**src/rtl/regfile_pkg.sv**
```systemverilog
// Shared register-file definitions: address width, register count, zero-register index
// and the write-request types used by the write-side control logic.
package regfile_pkg;

    localparam int REG_ADDR_W = 5;
    localparam int NUM_REGS   = 32;
    localparam int ZERO_REG   = 31;
    localparam int REG_DATA_W = 64;

    typedef logic [REG_ADDR_W-1:0] reg_addr_t;

    typedef struct packed {
        reg_addr_t             addr;
        logic [REG_DATA_W-1:0] data;
    } wr_req_t;

endpackage

```
**src/rtl/decoder5_32.sv**
```systemverilog
// Combinational 5-to-32 one-hot decoder with enable; the write-side mirror of the
// register-file read mux.
module decoder5_32
    import regfile_pkg::*;
(
    input  logic                en,
    input  reg_addr_t           addr,
    output logic [NUM_REGS-1:0] onehot
);

    always_comb begin
        onehot = '0;
        if (en) begin
            onehot[addr] = 1'b1;
        end
    end

endmodule

```
**src/rtl/regwr_ctrl.sv**
```systemverilog
// Register-file write controller: small circular write queue that drains one entry per
// unstalled cycle into a registered one-hot write enable. Optional macro REGWR_ZERO_REG_EN
// turns register 31 into a hard-wired zero register.
module regwr_ctrl
    import regfile_pkg::*;
#(
    parameter int DATA_W = 64,
    parameter int DEPTH  = 2
) (
    input  logic                  clk,
    input  logic                  reset_n,
    input  logic                  in_valid,
    output logic                  in_ready,
    input  logic [REG_ADDR_W-1:0] in_addr,
    input  logic [DATA_W-1:0]     in_data,
    input  logic                  stall,
    output logic [NUM_REGS-1:0]   wr_en,
    output logic [DATA_W-1:0]     wr_data,
    output logic [2:0]            count
);

    localparam int PTR_W = (DEPTH > 2) ? 2 : 1;

    reg_addr_t           addr_mem [DEPTH];
    logic [DATA_W-1:0]   data_mem [DEPTH];
    logic [PTR_W-1:0]    wr_ptr;
    logic [PTR_W-1:0]    rd_ptr;
    logic                accept;
    logic                push;
    logic                pop;
    logic [NUM_REGS-1:0] dec_onehot;
    logic [NUM_REGS-1:0] wr_en_next;

    function automatic logic [PTR_W-1:0] next_ptr(input logic [PTR_W-1:0] p);
        if (p == PTR_W'(DEPTH - 1)) begin
            return '0;
        end
        return p + 1'b1;
    endfunction

    // Ready depends on occupancy alone, so a pop only frees a slot from the next cycle.
    assign in_ready = (count < 3'(DEPTH));
    assign accept   = in_valid & in_ready;
    assign pop      = ~stall & (count != 3'd0);

`ifdef REGWR_ZERO_REG_EN
    assign push       = accept & (in_addr != reg_addr_t'(ZERO_REG));
    assign wr_en_next = dec_onehot & ~(NUM_REGS'(1) << ZERO_REG);
`else
    assign push       = accept;
    assign wr_en_next = dec_onehot;
`endif

    decoder5_32 u_decoder (
        .en     (pop),
        .addr   (addr_mem[rd_ptr]),
        .onehot (dec_onehot)
    );

    always_ff @(posedge clk) begin
        if (push) begin
            addr_mem[wr_ptr] <= in_addr;
            data_mem[wr_ptr] <= in_data;
        end
    end

    always_ff @(posedge clk or negedge reset_n) begin
        if (!reset_n) begin
            wr_ptr  <= '0;
            rd_ptr  <= '0;
            count   <= '0;
            wr_en   <= '0;
            wr_data <= '0;
        end else begin
            wr_en <= wr_en_next;
            if (push) begin
                wr_ptr <= next_ptr(wr_ptr);
            end
            if (pop) begin
                rd_ptr  <= next_ptr(rd_ptr);
                wr_data <= data_mem[rd_ptr];
            end
            case ({push, pop})
                2'b10:   count <= count + 3'd1;
                2'b01:   count <= count - 3'd1;
                default: count <= count;
            endcase
        end
    end

endmodule

```
**config.mk**
```make
export PLATFORM = sky130hd
export DESIGN_NAME = regwr_ctrl
export DESIGN_NICKNAME = d
export VERILOG_FILES = /design/src/rtl/regfile_pkg.sv /design/src/rtl/decoder5_32.sv /design/src/rtl/regwr_ctrl.sv
export SDC_FILE = /design/constraint.sdc
export NUM_CORES = 1
export LEC_CHECK = 0
export ABC_AREA = 1
export BUFFER_PORTS_ARGS = -buffer_cell sky130_fd_sc_hd__buf_2
export CAP_MARGIN = 10
export CORE_ASPECT_RATIO = 0.9
export CORE_MARGIN = 8
export CORE_UTILIZATION = 55
export CTS_CLUSTER_DIAMETER = 30
export DETAILED_ROUTE_END_ITERATION = 10
export GPL_ROUTABILITY_DRIVEN = 0
export PLACE_DENSITY_LB_ADDON = 0.3
export SYNTH_ARGS = -nofsm -noshare
export SYNTH_HDL_FRONTEND = slang
export SYNTH_HIERARCHICAL = 1
export SYNTH_SLANG_ARGS = --single-unit
```
**constraint.sdc**
```tcl
create_clock -name clk -period 4.5 [get_ports clk]
set_input_delay 0.225 -clock clk [delete_from_list [all_inputs] [get_ports clk]]
set_output_delay 0.225 -clock clk [all_outputs]
set_load 0.01 [all_outputs]
```
Yosys cells after proc, flatten, opt, wreduce, memory -nomap -nowiden
Memory sizes are Yosys's and may differ from the RTL's. A register that Yosys moved wholly into a read port is not among the register bits.
Cells that the tools add are included.
{ "classes": {"mux": 14, "n_reduce_logical": 4, "add_sub_neg": 4, "bitwise_logic": 3, "order_cmp": 3, "eq_ne": 2} }
{ "op_table": {"columns": ["operator", "count"], "rows": [
  ["$mux W32", 1],
  ["$mux W1", 11],
  ["$lt A5 B6 Y1 const B", 1],
  ["$pmux W3 S2", 1],
  ["$demux W1 S5", 1],
  ["$ge A5 B1 Y1 const B", 1],
  ["$add A3 B1 Y3 const B", 1],
  ["$lt A3 B2 Y1 const B", 1],
  ["$reduce_bool A3 Y1", 1],
  ["$sub A3 B1 Y3 const B", 1],
  ["$add A1 B1 Y1 const B", 2],
  ["$and A1 B1 Y1", 2],
  ["$eq A2 B1 Y1 const B", 1],
  ["$eq A2 B2 Y1 const B", 1],
  ["$reduce_bool A2 Y1", 1],
  ["$logic_and A1 B1 Y1", 1],
  ["$logic_not A1 Y1", 1],
  ["$not A1 Y1", 1]
]} }
{ "totals": {"n_memories": 2, "register_bits": 37, "mem_bits_rw": 138, "wordCells": 36, "in_bits": 73, "output_inout_bits": 100} }
{ "memory_table": {"columns": ["memory", "words", "word_bits", "rd", "rd_ports_with_merged_regs", "write_ports", "line", "source"], "rows": [
  ["data_mem", 2, 64, 1, 1, 1, "regwr_ctrl.sv:25", "logic [DATA_W-1:0] data_mem [DEPTH];"],
  ["addr_mem", 2, 5, 1, 0, 1, "regwr_ctrl.sv:24", "reg_addr_t addr_mem [DEPTH];"]
]} }

Longest topological paths before layout
Gate-level depths: netlist (run 1).
An unclocked memory read counts as a cell.
{ "depth": {"word_depth": 6, "depth_mapped": 14, "ltp_nobuf": 12} }

Hierarchy
Netlist (run 1), hierarchy kept.
{ "modules_own_cells": {"columns": ["mod", "area_each_um2", "seq_area_each_um2", "cells_each", "n_inst"], "rows": [
  ["regwr_ctrl", 8637.0, 6671.4, 705, 1],
  ["decoder5_32", 200.2, 0.0, 50, 1]
]} }

Least setup slack after synthesis (run 1)
OpenSTA, ideal clock, no wires.
{ "synth_timing": {"kind": "register to register", "startpoint": "reg count[1]", "endpoint": "mem addr_mem[0][0] in the netlist's numbering, enable pin", "arrival_time_ns": 3.645, "required_ns": 4.003, "synth_period_minus_slack_ns": 4.142, "setup_ns": 0.497, "stages_incl_launch_ff": 4, "setup_slack_ns": 0.358, "path_buffers": 0, "path_cell_list": "dfrtp_1 nor2_4 nand2_1 nor2_1"} }
{ "synth_via": {"elab_chain_len": 4} }
{ "synth_rtl": {"columns": ["element", "line", "source"], "rows": [
  ["start, declared", "regwr_ctrl.sv:19", "output logic [2:0] count"],
  ["start signal, assigned", "regwr_ctrl.sv:84", "2'b10: count <= count + 3'd1;"],
  ["start signal, assigned", "regwr_ctrl.sv:85", "2'b01: count <= count - 3'd1;"],
  ["start signal, assigned", "regwr_ctrl.sv:86", "default: count <= count;"],
  ["$lt A3 B2 Y1", "regwr_ctrl.sv:42", "assign in_ready = (count < 3'(DEPTH));"],
  ["net in_ready", "regwr_ctrl.sv:13", "output logic in_ready,"],
  ["$and A1 B1 Y1", "regwr_ctrl.sv:43", "assign accept = in_valid & in_ready;"],
  ["$mux W1", "regwr_ctrl.sv:61", "if (push) begin"],
  ["$mux W1 (not written as such)", "regwr_ctrl.sv:62", "addr_mem[wr_ptr] <= in_addr;"],
  ["end, declared", "regwr_ctrl.sv:24", null]
]} }
The timed path passes the listed nets, and every way through them passes these cells.

Final worst setup path (run 1)
{ "layout_timing": {"startpoint": "reg count[1]", "endpoint": "reg count[1]"} }
{ "layout_via": {"elab_chain_len": 4, "elab_cells_between_ends": 10, "classes_between": "add/sub (2); order compare (1); eq/ne (2); mux (1); bitwise (2); reduce/logical (2)"} }
{ "layout_rtl": {"columns": ["element", "line", "source"], "rows": [
  ["$reduce_bool A3 Y1 (*)", "regwr_ctrl.sv:44", "assign pop = ~stall & (count != 3'd0);"],
  ["$and A1 B1 Y1 (*)", "regwr_ctrl.sv:44", null],
  ["net pop", "regwr_ctrl.sv:30", "logic pop;"],
  ["$eq A2 B1 Y1 / $eq A2 B2 Y1 (equally long branches)", "regwr_ctrl.sv:83", "case ({push, pop})"],
  ["$pmux W3 S2 / $reduce_bool A2 Y1 (equally long branches)", null, null]
]} }
The timed path passes the listed nets; every way through them passes the cells marked *.
A chain may end at the register's enable or synchronous reset.

==> results.md, run 1 <==
* Setup TNS at 0 ns
* VDD IR max at between 400 and 500 µV
* Crit Path Class: reg -> reg
* Most frequent cells in the layout: nand2_1 (345), buf_2 (171), edfxtp_1 (138), dfrtp_1 (100), nand3_1 (76)
* Worst Tran Pin Value at approximately 0.94 ns
* Power Dens Cells at 685 nW/µm²
* Max cap viols at 0
* All-Layer GR Usage at 20.0%
* Crit-path slowest cell: buf_4
* Worst path cell trace: nor2_4 -> nand2_2 -> nand2_2 -> buf_4 -> inv_1 -> ha_1 -> inv_1 -> fa_1 -> o21ai_0
* Design area at 11,900 µm²
* GR Util met2 at around a third
* Fmax at a little over 400 MHz
* Leading cell type in the layout, fill and taps excluded: nand2_1
* RSZ-0062 raised after global routing: false
* WP data arrival at 2.89 ns
* Hold Crit Class: in -> reg
* Sequential share of the synthesized area at approximately three quarters
* Cell Area, Synth at 8840 µm²
* Vias per inst at 4.97
* Detailed Route Iter0 Violations at 382
* Number of routed nets with antenna violations at 0
* Min Tclk post-route at about 2.5 ns
* Chip width at roughly 150 µm
* Status: completed
* CTS clk-pin slew, worst paths at 0.05 ns
* Die area at between 20,000 and 25,000 µm²
* End-of-flow core utilization at 74.5%
* Gate count of the mapped netlist at 755
* Total Wirelength at just over 20,000 µm
* Routing usage on met3 at between 6 and 7%
* Worst skew pair latency at ~0.5 ns
* Placed cell areas at 9830 µm²
* Synthesized net count at 830
* Die Ht at approximately 140 µm
* Placed Instances at 1,107
* Synth warn at 6
* DR DRC count at 0
* Total CTS buffers at 38
* Final hold slack at ~0.22 ns
* Initial antenna violation count at 0
* Max-slew headroom at between 30% and 40%
* CP startpoint kind: register
* Net Switching at about 2600 µW
* Post-CTS sizing at 0
* Period utilisation layout at 55.2%
* Comb pwr share at 24.8%
* Clock network power share at 36.9%
* Area Growth Syn to Fin at 34.2%
* Placeable Area at 15,900 µm²
* Pre-Repair DR Iteration Count at 5
* Critical path fanouts, max at 66
* Gr busiest metal: met2
* Switching share of power at roughly a third
* Max clock buf depth at 3
* Critical Path RT at between 4 and 5 ns
* Vias at 6,206
* Sequential Power Share at a little under two fifths
* Total gr overflow at 0
* Met1 Use GR at 24.4%
* P_int at about 5600 µW
* Vias in the first global route at ~6,400
* # rows at 44
* Final hold viol count at 0
* Lkg Pwr at between 0.005 and 0.006 µW
* Num ports at around 170
* Setup violations, final at 0
* Share of layout cells above drive strength 1 at between 20% and 30%
* Clock Skew at 0.0175 ns
* CP peak stage delay at around 0.54 ns
* Slew Limit Fails at 0
* CTS H-tree lvls at 2
* Nets at about 1,100
* WL per Instance at 16.1 µm
* First-pass GRT wire length at 32,100 µm
* DP HPWL at around 11,000 µm
* Setup crit end kind: register
* Post-Syn Area per Cell at 11.7 µm²
* Starting density of the core at 55.5%
* Post-CTS Repair Setup Buffers at 0
* Count of different cell masters after synthesis at 20
* CTS Root Cell: clkbuf_16
* Clk sinks at 239
* #FFs+latches synth at roughly 240
* CTS tree: done
* Fin cells at between 1,000 and 1,500
* Pin count of the biggest net entering global routing at 72
* # port buffers at approximately 170
==> power by group through the flow <==
stage,Clock (µW),Combinational [µW],Sequential [µW]
finish,3000,2010,3120
global route,3130,2270,3170
CTS,3020,2040,3120
detailed placement,0,1970,3150
global placement,0,1930,3130
floorplan,0,1140,3300
==> layer usage <==
layer | wire (µm) | part of all wire, %
met5 | 0 | 0
met4 | 538 | 2.7
met3 | 1710 | 8.5
met2 | 9810 | 49
met1 | 8110 | 40
==> state kept, by name, summed over array words and instances (netlist names) <==
| name | count |
|---|---|
| addr_mem | 10 |
| wr_en | 32 |
| wr_data | 64 |
| data_mem | 128 |
| wr_ptr | 1 |
| rd_ptr | 1 |
| count | 3 |
==> critical path, delay by kind of cell, from the launching register on <==
kind	cells	cell delay (ns)
AOI/OAI and AO/OA	1	0.16
buffers and inverters	3	0.87
DFF	1	0.43
adders and majority gates	2	0.68
and+or+nand+nor	3	0.27
==> cell families after synthesis <==
logic type | Yosys count | synth area share, %
simple gates | 460 | 20.8
compound gates | 1 | 0.0566
fa+ha+maj | 2 | 0.368
xor+xnor | 2 | 0.198
flops | 239 | 75.5
buf+inv | 51 | 3.10
==> area by class of cell <==
cell class | instances | area (µm²)
diodes | 3 | 7.51
clock buffers | 45 | 998
clock inverters | 24 | 325
fillers | 993 | 4050
inverters | 15 | 56.3
multi-input cells | 465 | 1910
flip-flops and latches | 239 | 6670
well taps | 207 | 259
repair buffers | 251 | 1630
==> path summary, 6_finish.rpt <==
path / slack, ns / to / depth (start not counted) / from
max: 2.02 / count[1] / 9 / count[1]
min: 0.22 / wr_ptr / 3 / in_valid
max reg2reg: 2.02 / count[1] / 9 / count[1]
min reg2reg: 0.46 / wr_data[20] / 2 / wr_data[20]
max in group asynchronous: 3.11 / wr_data[17] / 3 / reset_n
min in group asynchronous: 0.40 / wr_en[15] / 2 / reset_n
==> through the flow <==
stage	worst slack (ns)	total power, µW
finish	2.02	8130
global route	1.74	8560
CTS	1.98	8190
detailed placement	1.99	5120
global placement	2.10	5060
floorplan	0.358	4440
==> cell usage after synthesis <==
library cell,n,share of area [%]
ha_1,1,0.14
buf_6,6,0.76
inv_1,14,0.59
nor2_1,35,1.5
buf_1,1,0.042
buf_2,21,1.2
dfrtp_1,101,29
nand2_2,2,0.14
buf_4,3,0.25
fa_1,1,0.23
nand2_1,345,15
xor2_1,1,0.099
o21ai_0,1,0.057
nand3_1,76,4.3
nor2_4,1,0.13
inv_2,1,0.042
edfxtp_1,138,47
nand4_1,1,0.071
clkbuf_1,5,0.21
xnor2_1,1,0.099
==> what timing repair did <==
item                                   in CTS  in global routing
hold buffers                               70                  0
endpoints found under the hold margin     202                  0
setup endpoints to repair                   0                  0
Power figures use the tool's default switching activity.
==> inputs of run 2 (changes only) <==
--- a/config.mk
+++ b/config.mk
@@ -10,7 +10,7 @@
 export CAP_MARGIN = 10
 export CORE_ASPECT_RATIO = 0.9
 export CORE_MARGIN = 8
-export CORE_UTILIZATION = 55
+export CORE_UTILIZATION = 49
 export CTS_CLUSTER_DIAMETER = 30
 export DETAILED_ROUTE_END_ITERATION = 10
 export GPL_ROUTABILITY_DRIVEN = 0
==> constraint.sdc (replaced) <==
create_clock -name clk -period 2 [get_ports clk]
set_input_delay 0.1 -clock clk [delete_from_list [all_inputs] [get_ports clk]]
set_output_delay 0.1 -clock clk [all_outputs]
set_load 0.01 [all_outputs]
==> results.md, run 2 (same netlist as run 1, synthesis figures left out) <==
* Status: completed
* Min Tclk post-route at 1.75 ns
* WL per Instance at approximately 16 µm
* Period utilisation layout at ~87%
* Design area at between 10,000 and 15,000 µm²
* Power Dens Cells at roughly 1500 nW/µm²
* Placed cell areas at roughly 9900 µm²
* Crit-path slowest cell: dfrtp_1
* Reg2Reg Depth at 11
* Setup TNS at 0 ns
* Vias at just over 6,000
* CTS Root Cell: clkbuf_16
* Final worst slack at around 0.25 ns
* Clk sinks at about 240
* Vias per inst at 4.83
* Placeable Area at approximately 18,000 µm²
* CTS H-tree lvls at 2
* Share of layout cells above drive strength 1 at between 20% and 30%
* Most frequent CP cell: nand2_1
* First-pass GRT wire length at between 30,000 and 40,000 µm
* Num ports at between 150 and 200
* Slew Limit Fails at 0
* Reg2reg start: count[1]
* Number of routed nets with antenna violations at 0
* Biggest regs: data_mem x128, wr_data x64, wr_en x32
* Initial antenna violation count at 0
* Total CTS buffers at 42
* Max-slew headroom at 47.4%
* Worst Setup SP: count[1]
* Pin count of the biggest net entering global routing at ~100
* Max cap viols at 0
* Critical path fanouts, max at 5
* All-Layer GR Usage at 18.6%
* CTS tree: done
* Top Family by Delay on Critical Path: adder cells
* Buf/Inv on CP at 2
* Area Growth Syn to Fin at 36.2%
* Number of diodes at 0
* Clock Skew at ~0.014 ns
* Fillers at roughly 1,300
* Total gr overflow at 0
* Max reg flops at ~130
* Die Ht at around 140 µm
* CP peak stage delay at between 0.4 and 0.5 ns
* WP data arrival at 2.14 ns
* RSZ-0062 raised after global routing: false
* Nets at roughly 1,100
* Critical Path RT at around 2.4 ns
* Total Wirelength at ~20,000 µm
* Vias in the first global route at approximately 6,600
* Detailed Route Iter0 Violations at ~320
* Final hold viol count at 0
* Post-CTS sizing at 0
* Worst Tran Pin Value at 0.790 ns
* Final hold slack at 0.199 ns
* Pre-Repair DR Iteration Count at 5
* Setup violations, final at 0
* Most frequent cells in the layout: nand2_1 (344), buf_2 (171), edfxtp_1 (138), dfrtp_1 (99), nand3_1 (76)
* # port buffers at roughly 170
* Die area at about 23,000 µm²
* Worst slack, placed at approximately 0.25 ns
* CTS clk-pin slew, worst paths at around 0.050 ns
* Setup crit end kind: register
* Fmax at 573 MHz
* CP startpoint kind: register
* Max clock buf depth at 3
* Lkg Pwr at about 0.0057 µW
* Hold Crit Class: in -> async
* Post-CTS Repair Setup Buffers at 0
* DR DRC count at 0
* Worst skew pair latency at 0.50 ns
* Starting density of the core at between 50% and 60%
* # rows at 46
* Crit Path Class: reg -> reg
* Largest reg by FF count: data_mem
* Chip width at approximately 160 µm
* Worst path cell trace: nor2_4 -> nand2_2 -> nand2_2 -> inv_1 -> ha_1 -> inv_1 -> fa_1 -> nand2_1 -> nand3_1 -> nand2_1 -> nand2_1
* Reg2Reg Setup Slack at 0.25 ns
* VDD IR max at roughly 870 µV
* DP HPWL at ~11,000 µm
* Worst r2r dst: count[2]
* Leading cell type in the layout, fill and taps excluded: nand2_1
## run 2: worst register-to-register path, cell delays in order (launching register included)
cell	delay, ns
dfrtp_1	0.42
nor2_4	0.06
nand2_2	0.07
nand2_2	0.05
inv_1	0.11
ha_1	0.19
inv_1	0.07
fa_1	0.38
nand2_1	0.10
nand3_1	0.08
nand2_1	0.06
nand2_1	0.04
## run 2: area by class of cell
type,count,area (µm²),share of cell area (%)
inverter,15,56.3,0.468
tap,240,300,2.50
clock buffer,48,1120,9.35
timing repair buffer,253,1700,14.1
clock inverter,27,267,2.21
sequential,239,6670,55.5
multi-input combinational,465,1910,15.9
## run 2: metrics by stage
| step | std cells | utilization [%] | total power (µW) |
|---|---|---|---|
| after floorplan | 755 | - | 9970 |
| after global placement | 1141 | 56.2 | 11500 |
| after detailed placement | 1141 | 56.2 | 11700 |
| after CTS | 1287 | 68.1 | 18700 |
| after global routing | 1287 | 68.1 | 19600 |
| final | 1287 | 68.1 | 18500 |
## run 2: routing by layer
metal | global-route usage, % | up-vias | wire length, µm
met5 | 0 | - | 0
met4 | 6.51 | 0 | 391
met3 | 4.59 | 40 | 1600
met2 | 32.4 | 215 | 10100
met1 | 22.2 | 2955 | 8400
li1 | - | 3010 | -
## run 2: timing repair
action,in CTS,in global routing
hold buffers,71,0
endpoints found under the hold margin,240,0
endpoints found under the setup margin,0,0
## run 2: how the worst max path moves through the flow
stage / to / slack (ns) / depth (start not counted)
global placement: count[1] / 0.30 / 8
finish: count[2] / 0.25 / 11
CTS: count[1] / 0.24 / 8
detailed placement: count[2] / 0.25 / 11
floorplan: addr_mem[0][0] / -0.19 / 3
global route: count[2] / 0.10 / 11
## run 2: report_power, final
group          total (µW)  internal, µW  switching [µW]
clock network        6870          4470            2400
logic                4600          1540            3060
registers            7030          6520             512
total               18500         12500            5970
==> inputs of run 3 (changes only) <==
--- a/config.mk
+++ b/config.mk
@@ -6,7 +6,7 @@
 export NUM_CORES = 1
 export LEC_CHECK = 0
 export ABC_AREA = 1
-export BUFFER_PORTS_ARGS = -buffer_cell sky130_fd_sc_hd__buf_2
+export BUFFER_PORTS_ARGS = -buffer_cell sky130_fd_sc_hd__buf_4
 export CAP_MARGIN = 10
 export CORE_ASPECT_RATIO = 0.9
 export CORE_MARGIN = 8
==> results.md, run 3 (same netlist as run 1, synthesis figures left out) <==
* Final worst slack at 0.220 ns
* Min Tclk post-route at about 1.8 ns
* Sequential Power Share at a little over a third
* Clock Skew at around 0.013 ns
* Biggest regs: data_mem x128, wr_data x64, wr_en x32
* Period utilisation layout at 89.0%
* Worst Tran Pin Value at between 0.7 and 0.8 ns
* Post-CTS Repair Setup Buffers at 0
* Vias at a little over 6,000
* Setup crit end kind: register
* VDD IR max at 886 µV
* Total Wirelength at a little over 20,000 µm
* Nets at approximately 1,100
* P_int at roughly 14,000 µW
* Crit-path slowest cell: dfrtp_1
* Buf/Inv on CP at 2
* Most frequent cells in the layout: nand2_1 (344), buf_4 (181), edfxtp_1 (138), dfrtp_1 (99), nand3_1 (76)
* DP HPWL at around 12,000 µm
* Die Ht at roughly 140 µm
* Area Growth Syn to Fin at 42.9%
* Share of layout cells above drive strength 1 at between 20 and 30%
* Worst skew pair latency at roughly 0.50 ns
* Vias in the first global route at about 6,500
* Detailed Route Iter0 Violations at 332
* Top Family by Delay on Critical Path: adder cells
* Placed Instances at roughly 1,100
* CTS clk-pin slew, worst paths at 0.05 ns
* Reg2Reg Depth at 11
* CP peak stage delay at between 0.4 and 0.5 ns
* Comb pwr share at between 20% and 30%
* # port buffers at 172
* First-pass GRT wire length at between 30,000 and 40,000 µm
* Critical path fanouts, max at 5
* Total CTS buffers at 44
* Max clock buf depth at 3
* Tot Pwr at roughly 20,000 µW
* Die area at roughly 23,000 µm²
* Worst path cell trace: nor2_4 -> nand2_2 -> nand2_2 -> inv_1 -> ha_1 -> inv_1 -> fa_1 -> nand2_1 -> nand3_1 -> nand2_1 -> nand2_1
* Crit path depth at 11
* Fmax at approximately 560 MHz
* Crit Path Class: reg -> reg
* Slew Limit Fails at 0
* Net Switching at between 6000 and 7000 µW
* Reg2Reg Setup Slack at between 0.2 and 0.25 ns
* Pre-Repair DR Iteration Count at 5
* Number of routed nets with antenna violations at 0
* Setup violations, final at 0
* Initial antenna violation count at 1
* Hold Crit Class: in -> async
* WP data arrival at 2.16 ns
* Largest reg by FF count: data_mem
* CTS H-tree lvls at 2
* Max reg flops at 128
* Lkg Pwr at roughly 0.006 µW
* Clk sinks at 239
* Worst slack, placed at 0.248 ns
* Chip width at about 160 µm
* Clock network power share at approximately 38%
* Pin count of the biggest net entering global routing at 70
* Max-slew headroom at 47.9%
* Fin cells at approximately 1,300
* Max cap viols at 0
* CTS tree: done
* Vias per inst at between 4 and 5
* WL per Instance at ~16 µm
* Starting density of the core at about 50%
* Placeable Area at about 18,000 µm²
* Num ports at ~170
* DR DRC count at 0
* Most frequent CP cell: nand2_1
* All-Layer GR Usage at 18.4%
* Final hold viol count at 0
* Switching share of power at roughly 31%
* Power Dens Cells at about 1600 nW/µm²
* Status: completed
* # rows at between 40 and 50
* RSZ-0062 raised after global routing: false
* CTS Root Cell: clkbuf_16
* CP startpoint kind: register
* Total gr overflow at 0
* Leading cell type in the layout, fill and taps excluded: nand2_1
* Fillers at 1,145
* Critical Path RT at 2.38 ns
run 3: final cells by class:
cell class | instances | area (µm²) | share of cell area, %
multi-input combinational | 465 | 1910 | 15.2
antenna | 2 | 5.00 | 0.0396
inverter | 15 | 56.3 | 0.446
clock buffer | 55 | 1230 | 9.78
sequential | 239 | 6670 | 52.8
clock inverter | 25 | 297 | 2.35
timing repair buffer | 256 | 2150 | 17.0
tap | 240 | 300 | 2.38
run 3: stage by stage:
stage	hold slack (ns)	util, %	area (µm²)	TNS [ns]
2_1_floorplan	-0.196	-	8860	-24.38
3_3_place_gp	0.0674	58.8	10400	0
3_5_place_dp	0.0763	58.8	10400	0
4_1_cts	0.107	71.5	12600	0
5_1_grt	0.129	71.5	12600	0
6_report	0.0999	71.5	12600	0
run 3: what timing repair did:
action / 4_1_cts / 5_1_grt
hold buffers: 71 / 0
hold endpoints to repair: 233 / 0
gates resized for setup: 0 / 0
run 3: path summary, 6_finish.rpt:
check / start / endpoint
worst max-delay path: count[1] / count[2]
min in group clk: stall / wr_en[4]
max in group asynchronous: reset_n / rd_ptr
worst max register to register: count[1] / count[2]
worst min-delay path: reset_n / wr_en[17]
worst min register to register: wr_data[20] / wr_data[20]
run 3: power by group through the flow:
| stage | Combinational [µW] | Sequential, µW | Clock [µW] |
|---|---|---|---|
| 2_1_floorplan | 2590 | 7380 | 0 |
| 3_3_place_gp | 4860 | 7150 | 0 |
| 3_5_place_dp | 4960 | 7170 | 0 |
| 4_1_cts | 5110 | 7110 | 7550 |
| 5_1_grt | 5610 | 7240 | 7800 |
| 6_report | 5040 | 7110 | 7430 |
run 3: worst register-to-register path, stage by stage, from the launching register on:
cell	delay, ns
dfrtp_1	0.43
nor2_4	0.07
nand2_2	0.07
nand2_2	0.05
inv_1	0.12
ha_1	0.20
inv_1	0.07
fa_1	0.38
nand2_1	0.10
nand3_1	0.08
nand2_1	0.06
nand2_1	0.05
run 3: routing by layer:
metal  vias to the layer above  global-route usage (%)  wire (µm)
met5                         -                       0          0
met2                       208                    31.5      10300
met4                         0                    7.41        456
li1                       3021                       -          -
met1                      2959                    21.7       8320
met3                        49                    4.83       1450
